**src/rtl/arb_pkg.sv**
```systemverilog
// Shared constants and the bubble-detect helper for the dual pipeline arbiter.
package arb_pkg;

    localparam int DATA_W = 32;
    localparam int TAG_W  = 5;
    localparam logic [TAG_W-1:0] IDLE_TAG = 5'h1f;

    function automatic logic is_bubble(input logic [DATA_W-1:0] word);
        return (word[TAG_W-1:0] == IDLE_TAG);
    endfunction

endpackage

```
**src/rtl/sync_fifo.sv**
```systemverilog
// Small synchronous FIFO; full/empty come from an occupancy count so pointers
// can wrap freely modulo DEPTH.
module sync_fifo #(
    parameter int DATA_W = 32,
    parameter int DEPTH  = 2
) (
    input  logic              clk,
    input  logic              reset,
    input  logic              push,
    input  logic              pop,
    input  logic [DATA_W-1:0] push_data,
    output logic              full,
    output logic              empty,
    output logic [DATA_W-1:0] head
);
    localparam int PTR_W = $clog2(DEPTH);
    localparam int OCC_W = PTR_W + 1;

    logic [DATA_W-1:0] mem_q [DEPTH];
    logic [DATA_W-1:0] mem_d [DEPTH];
    logic [PTR_W-1:0]  wr_ptr_q, wr_ptr_d;
    logic [PTR_W-1:0]  rd_ptr_q, rd_ptr_d;
    logic [OCC_W-1:0]  count_q, count_d;

    always_comb begin
        mem_d    = mem_q;
        wr_ptr_d = wr_ptr_q;
        rd_ptr_d = rd_ptr_q;
        count_d  = count_q;
        if (push) begin
            mem_d[wr_ptr_q] = push_data;
            wr_ptr_d        = wr_ptr_q + PTR_W'(1);
        end
        if (pop) begin
            rd_ptr_d = rd_ptr_q + PTR_W'(1);
        end
        case ({push, pop})
            2'b10:   count_d = count_q + OCC_W'(1);
            2'b01:   count_d = count_q - OCC_W'(1);
            default: count_d = count_q;
        endcase
    end

    always_ff @(posedge clk) begin
        if (reset) begin
            for (int i = 0; i < DEPTH; i++) begin
                mem_q[i] <= '0;
            end
            wr_ptr_q <= '0;
            rd_ptr_q <= '0;
            count_q  <= '0;
        end else begin
            mem_q    <= mem_d;
            wr_ptr_q <= wr_ptr_d;
            rd_ptr_q <= rd_ptr_d;
            count_q  <= count_d;
        end
    end

    assign full  = (count_q == OCC_W'(DEPTH));
    assign empty = (count_q == OCC_W'(0));
    assign head  = mem_q[rd_ptr_q];

endmodule

```
**src/rtl/dual_pipe_arbiter.sv**
```systemverilog
// Merges two pipeline output streams into one registered valid/ready stream,
// dropping and counting idle/bubble words on the way in.
module dual_pipe_arbiter
    import arb_pkg::*;
#(
    parameter int FIFO_DEPTH = 2,
    parameter int CNT_W      = 16
) (
    input  logic              clk,
    input  logic              reset,
    input  logic [DATA_W-1:0] in_data0,
    input  logic              in_valid0,
    output logic              in_ready0,
    input  logic [DATA_W-1:0] in_data1,
    input  logic              in_valid1,
    output logic              in_ready1,
    output logic [DATA_W-1:0] out_data,
    output logic              out_src,
    output logic              out_valid,
    input  logic              out_ready,
    output logic [CNT_W-1:0]  bubble_cnt0,
    output logic [CNT_W-1:0]  bubble_cnt1
);
    logic              full0, full1, empty0, empty1;
    logic [DATA_W-1:0] head0, head1;
    logic              push0, push1, pop0, pop1;
    logic              bub0, bub1, load, grant;

    logic [DATA_W-1:0] out_data_q, out_data_d;
    logic              out_src_q, out_src_d;
    logic              out_valid_q, out_valid_d;
    logic              last_grant_q, last_grant_d;
    logic [CNT_W-1:0]  cnt0_q, cnt0_d, cnt1_q, cnt1_d;

    sync_fifo #(.DATA_W(DATA_W), .DEPTH(FIFO_DEPTH)) u_fifo0 (
        .clk(clk), .reset(reset), .push(push0), .pop(pop0), .push_data(in_data0),
        .full(full0), .empty(empty0), .head(head0)
    );

    sync_fifo #(.DATA_W(DATA_W), .DEPTH(FIFO_DEPTH)) u_fifo1 (
        .clk(clk), .reset(reset), .push(push1), .pop(pop1), .push_data(in_data1),
        .full(full1), .empty(empty1), .head(head1)
    );

    // Ready comes only from FIFO state, so a full FIFO refuses even while popping.
    assign in_ready0 = !full0;
    assign in_ready1 = !full1;

    always_comb begin
        bub0   = in_valid0 && !full0 && is_bubble(in_data0);
        bub1   = in_valid1 && !full1 && is_bubble(in_data1);
        push0  = in_valid0 && !full0 && !is_bubble(in_data0);
        push1  = in_valid1 && !full1 && !is_bubble(in_data1);
        cnt0_d = cnt0_q;
        cnt1_d = cnt1_q;
        if (bub0 && (cnt0_q != {CNT_W{1'b1}})) begin
            cnt0_d = cnt0_q + CNT_W'(1);
        end
        if (bub1 && (cnt1_q != {CNT_W{1'b1}})) begin
            cnt1_d = cnt1_q + CNT_W'(1);
        end
    end

    always_comb begin
        out_data_d   = out_data_q;
        out_src_d    = out_src_q;
        out_valid_d  = out_valid_q;
        last_grant_d = last_grant_q;
        pop0         = 1'b0;
        pop1         = 1'b0;
        load         = (!out_valid_q || out_ready) && (!empty0 || !empty1);
        // On a tie the source that did not win last time gets the slot.
        if (empty0) begin
            grant = 1'b1;
        end else if (empty1) begin
            grant = 1'b0;
        end else begin
            grant = !last_grant_q;
        end
        if (load) begin
            out_data_d   = grant ? head1 : head0;
            out_src_d    = grant;
            out_valid_d  = 1'b1;
            last_grant_d = grant;
            pop0         = !grant;
            pop1         = grant;
        end else if (out_valid_q && out_ready) begin
            out_valid_d = 1'b0;
        end else begin
            out_valid_d = out_valid_q;
        end
    end

    always_ff @(posedge clk) begin
        if (reset) begin
            out_data_q   <= '0;
            out_src_q    <= 1'b0;
            out_valid_q  <= 1'b0;
            last_grant_q <= 1'b1;
            cnt0_q       <= '0;
            cnt1_q       <= '0;
        end else begin
            out_data_q   <= out_data_d;
            out_src_q    <= out_src_d;
            out_valid_q  <= out_valid_d;
            last_grant_q <= last_grant_d;
            cnt0_q       <= cnt0_d;
            cnt1_q       <= cnt1_d;
        end
    end

    assign out_data    = out_data_q;
    assign out_src     = out_src_q;
    assign out_valid   = out_valid_q;
    assign bubble_cnt0 = cnt0_q;
    assign bubble_cnt1 = cnt1_q;

endmodule

```
**config.mk**
```make
export PLATFORM = sky130hd
export DESIGN_NAME = dual_pipe_arbiter
export DESIGN_NICKNAME = d
export VERILOG_FILES = /design/src/rtl/arb_pkg.sv /design/src/rtl/sync_fifo.sv /design/src/rtl/dual_pipe_arbiter.sv
export SDC_FILE = /design/constraint.sdc
export NUM_CORES = 1
export LEC_CHECK = 0
export ABC_AREA = 1
export ABC_CLOCK_PERIOD_IN_PS = 2000
export CORE_ASPECT_RATIO = 1.5
export CORE_MARGIN = 2
export CORE_UTILIZATION = 53
export DETAILED_ROUTE_END_ITERATION = 8
export PLACE_DENSITY = 0.82
export SYNTH_ARGS = -nofsm -noshare
export SYNTH_HDL_FRONTEND = slang
export SYNTH_HIERARCHICAL = 1
export SYNTH_SLANG_ARGS = --single-unit
```
**constraint.sdc**
```tcl
create_clock -name clk -period 2 [get_ports clk]
set_input_delay 0.6 -clock clk [delete_from_list [all_inputs] [get_ports clk]]
set_output_delay 0.6 -clock clk [all_outputs]
set_load 0.02 [all_outputs]
```
# Word-level counts from Yosys, hierarchy flattened
# Index checks and enable logic that the tools add are counted.
# classes
addsub,10
magnitude_cmp,6
eq_ne,10
n_mux,21
bitwise,4
n_reduce_logical,28
# op_table
operator,n
32-bit two-way mux,9
64-bit bitwise mux,2
32-bit demux with 1-bit select,2
16-bit by 1-bit adder with 16-bit output (second input constant),2
16-bit != test (second input constant),2
1-bit logical AND,12
5-bit equality test (second input constant),2
1-bit zero test,9
2-bit equality test (second input constant),4
2-bit greater-or-equal comparator (second input constant),4
1-bit NOT with 2-bit output,4
2-bit case mux with 2 select lines,2
1-bit two-way mux,6
2-bit nonzero test,3
1-bit adder (second input constant),4
2-bit by 1-bit adder with 2-bit output (second input constant),2
2-bit by 1-bit equality test with 1-bit output (second input constant),2
2-bit zero test,2
2-bit by 1-bit less-than comparator with 1-bit output (second input constant),2
2-bit by 1-bit subtractor with 2-bit output (second input constant),2
1-bit logical OR,2
# word_totals
regBits,203
input_bits,69
output_inout_bits,68

# Logic depth before layout (Yosys ltp)
# depth
depth_word,7
depth_mapped,12
ltp_nobuf,12

# By module
# The synthesis kept the hierarchy.
# modules_own_cells
module,n_inst,cells_each,area_per_inst_um2,seq_area_each_um2
sync_fifo,2,378,2766.4,1361.3
dual_pipe_arbiter,1,520,3442.1,1341.3

# Least setup slack after synthesis
# No wires, ideal clock.
# synth_path
path_kind,input to register
from,input out_ready
to,register u_fifo1.count_q[1]
arrival_ns,1.792
required_time_ns,1.936
setup_slack_ns,0.145
stages,12
path_cell_list,inv_1 nand2_2 nand2_2 nor2b_1 buf_4 buf_6 ha_1 inv_1 nand2_1 nor2_1 nor2_1 nor2_1
# synth_between
elab_chain_len,5
# synth_lines
item,line,rtl
"start, declared",dual_pipe_arbiter.sv:20,"input logic out_ready,"
1-bit logical OR (*),dual_pipe_arbiter.sv:71,load = (!out_valid_q || out_ready) && (!empty0 || !empty1);
1-bit logical AND (*),dual_pipe_arbiter.sv:71,
1-bit two-way mux (*),dual_pipe_arbiter.sv:80,if (load) begin
named net pop1,dual_pipe_arbiter.sv:26,"logic push0, push1, pop0, pop1;"
2-bit by 1-bit equality test with 1-bit output / 2-bit equality test (equally long branches),sync_fifo.sv:37,"case ({push, pop})"
2-bit case mux with 2 select lines / 2-bit nonzero test (equally long branches),--,
"end signal, assigned",sync_fifo.sv:56,count_q <= count_d;
"end, declared",sync_fifo.sv:23,"logic [OCC_W-1:0] count_q, count_d;"
# Mark *: on every way through the listed nets, which the timed path passes. The rest lies on a longest branch.
# A chain may end at the register's enable or synchronous reset.

# Worst setup path in the final report
# layout_path
from,register u_fifo0.count_q[1]
to,output in_ready0
# layout_between
elab_chain_len,2
# layout_lines
item,line,rtl
"start, declared",sync_fifo.sv:23,
"start signal, assigned",sync_fifo.sv:56,
2-bit equality test,sync_fifo.sv:60,assign full = (count_q == OCC_W'(DEPTH));
named net full0,dual_pipe_arbiter.sv:24,"logic full0, full1, empty0, empty1;"
1-bit zero test,dual_pipe_arbiter.sv:46,assign in_ready0 = !full0;
"end, declared",dual_pipe_arbiter.sv:13,"output logic in_ready0,"
# The timed path passes the listed nets, and every way through them passes these cells.

==> results.md <==
* Port Buf Inserts at 136
* Total CTS buffers at 20
* Post-Syn Nets at 1349
* Final setup viols at 0
* Worst Path Required at approximately 1.4 ns
* Die Y at 163 µm
* Pre-CTS setup slack at -0.247 ns
* Worst-case reg-to-reg path depth at 11
* First-pass DRT Iterations at 5
* Area delta synth->final at 26.3%
* Worst Path Arrival at 1.33 ns
* Total grt overflow at 0
* Number of synthesized flops with an enable pin at 0
* Synth area leaders: dfxtp_1, nand2_1, nor2_1
* Maxcap violations at 0
* Vias in the first global route at 7646
* Yosys top cell by area: dfxtp_1
* HP Start: u_fifo1/mem_q[61]$_SDFFE_PP0P_
* Worst Skew at around 0.017 ns
* Chip width at around 110 µm
* Post-layout min period at about 1.9 ns
* Initial antenna violation count at 0
* # Post-CTS Setup Buffers at 0
* Worst hold path type: reg -> reg
* Final worst slack at 0.0721 ns
* Placed Cells at roughly 1600
* Worst-skew pair later-pin latency at approximately 0.50 ns
* Hold slack at 0.444 ns
* Power share of the clock group at a little under a third
* Global-route wire length before repair at 35300 µm
* Cells after Synth at roughly 1300
* Sw frac at 33.8%
* Sequential group share of total power at 38.3%
* Clk root buf: clkbuf_16
* Main synth FF type: dfxtp_1
* Yosys warning total at 6
* CTS clk-pin slew, worst paths at around 0.070 ns
* Netlist cell types at 30
* VDD IR-drop max at just over 0.0008 V
* P_leak at 4.62 nW
* WHS Path Cells at 2
* Worst Setup End Kind: primary output
* Slew Viols, Final at 0
* H-tree depth at 1
* Vias at 8518
* DP Wirelength at between 15000 and 20000 µm
* Synth Register Bits at 203
* Rows at 58
* Io pins at 137
* GPL Wtd Cong at 0.869
* Worst Hold Path EP: u_fifo1/mem_q[61]$_SDFFE_PP0P_
* DR WL/cell at around 13 µm
* Post-CTS Hold Buffers at 0
* Iteration-0 DRC count of the detailed router at 641
* Core area at 16700 µm²
* Vias per cell at 5.23
* Seq/Total Area, Yosys at 45.3%
* # DRC at 0
* Synth top area share at 45.3%
* Mean Syn Cell Area at 7.03 µm²
* Cell Count, Final, Fillers Out at 1630
* Final worst path period share at 96.4%
* Slew HR at 70.2%
* Cell-internal power at 0.00894 W
* Status: finished clean
* Die ar. at 18000 µm²
* Total global-route track usage at 24.1%
* Crit path launch type: flop
* Combinational share of power at 30.2%
* R2R Path End: u_fifo1/count_q[1]$_SDFFE_PP0P_
* Share of post-route cells with drive strength above 1 at around 9%
* Final wirelength at 21900 µm
* Slew @ Worst Pin at approximately 0.45 ns
* CTS sink count at 203
* Post-DRT Antenna Nets at 0
* Pwr per Cell Area at 1190 nW/µm²
* Initial core utilization at 53.8%
* Critical path class: reg -> out
* RSZ-0062 raised after global routing: no
* Largest net degree at the start of global routing at 68
* CTS tree: done
* R2r setup slk at between 0.3 and 0.4 ns
* CP Launch Point: u_fifo0/count_q[1]$_SDFFE_PP0P_
* Switch Pwr at 0.00457 W
* CTS max path bufs at 3
* Mapped cell area at about 9000 µm²
* FF-to-FF Start: u_fifo1/count_q[0]$_SDFFE_PP0P_
* N_diodes at 0
* F_max at 519 MHz
* Crit-path max FO at 4
* Asr flop ratio synth at 0%
* Fin nets at around 1500
* Fin. Hold Viols at 0
-- worst max path at each step --
| stage | slack, ns | to |
|---|---|---|
| floorplan | 0.14 | u_fifo1/count_q[1]$_SDFFE_PP0P_ |
| global placement | -0.21 | u_fifo0/mem_q[8]$_SDFFE_PP0P_ |
| detailed placement | -0.25 | u_fifo1/mem_q[2]$_SDFFE_PP0P_ |
| CTS | 0.01 | in_ready1 |
| global route | 0.04 | in_ready0 |
| finish | 0.07 | in_ready0 |
-- Yosys cell counts (all sizes together) (3+ instances only) --
cell type,number
a21oi,93
a31oi,34
buf,59
clkbuf,14
clkinv,3
dfxtp,203
ha,4
inv,110
nand2,281
nand3,32
nand3b,3
nand4,9
nor2,229
o21ai,195
xnor2,3
-- registers in the layout, indices dropped and copies added, names as in the netlist --
name              count
out_valid             1
u_fifo1/count_q       2
out_src               1
u_fifo1/wr_ptr_q      1
u_fifo1/mem_q        64
bubble_cnt1          16
u_fifo0/mem_q        64
u_fifo0/count_q       2
u_fifo0/wr_ptr_q      1
u_fifo0/rd_ptr_q      1
last_grant_q          1
out_data             32
u_fifo1/rd_ptr_q      1
bubble_cnt0          16
-- critical path, cell delays in order (launching register included) --
cell             delay (ns)
dfxtp_2                0.35
inv_1                  0.04
nor2_1                 0.12
inv_2                  0.07
clkdlybuf4s15_2        0.25
-- routing by layer --
layer	GRT usage, %	wire (µm)	vias to the layer above
li1	-	-	4362
met1	29.3	9160	3885
met2	42.3	11000	210
met3	2.91	921	61
met4	10.3	859	0
met5	0	0	-
-- layout by cell type (no fill, tap or decap), types with 2 or more instances in the layout --
cell,Yosys,layout
a21oi_1,93,93
a31oi_1,34,34
buf_12,0,14
buf_4,9,31
bufinv_16,0,5
clkbuf_1,14,3
clkbuf_16,0,21
clkbuf_8,0,3
clkdlybuf4s50_1,0,67
clkinv_2,2,5
dfxtp_1,203,200
dfxtp_2,0,3
dlygate4sd2_1,0,66
ha_1,4,4
inv_1,100,100
inv_2,10,10
nand2_1,267,267
nand2_2,13,13
nand3_1,29,29
nand3_2,3,3
nand3b_1,2,2
nand4_1,9,9
nor2_1,217,217
nor2_2,7,7
nor2_4,5,5
o21ai_0,57,57
o21ai_1,138,138
xnor2_1,3,3
-- through the flow --
stage	utilization, %	area (µm²)	setup TNS (ns)	total power (W)
6_report	67.9	11300	0	0.0135
5_1_grt	67.9	11300	0	0.0142
4_1_cts	67.9	11300	0	0.0136
3_5_place_dp	63.9	10700	-32.73	0.00945
3_3_place_gp	63.9	10700	-27.65	0.00935
2_1_floorplan	-	8970	0	0.00808
-- what timing repair did --
| item | CTS | global route |
|---|---|---|
| gates resized for setup | 70 | 3 |
| endpoints found under the hold margin | 0 | 0 |
| pin swaps | 0 | 0 |
| setup endpoints to repair | 68 | 2 |
-- area by class of cell --
cell class                      instances  area (µm²)
Tap cell                              210         263
Clock buffer                           27         578
Multi-Input combinational cell        887        4040
Sequential cell                       203        4070
Clock inverter                          9         173
Fill cell                            1422        5360
Inverter                              113         427
Timing Repair Buffer                  181        1780
-- logic make-up after synthesis --
group | count (synthesis) | synth area share (%)
AOI/OAI and AO/OA | 323 | 18.6
xor gates and xnor gates | 4 | 0.390
adders and majority gates | 4 | 0.558
buffers and inverters | 186 | 9.72
DFF | 203 | 45.3
and+or+nand+nor | 556 | 25.5
-- power groups by stage --
stage / clock [W] / combinational [W] / sequential [W]
after floorplan: 0 / 0.00274 / 0.00534
after global placement: 0 / 0.00410 / 0.00524
after detailed placement: 0 / 0.00419 / 0.00526
after CTS: 0.00431 / 0.00409 / 0.00517
after global routing: 0.00447 / 0.00453 / 0.00524
final: 0.00426 / 0.00408 / 0.00518
Note: power is estimated with default switching activity, not from simulation.
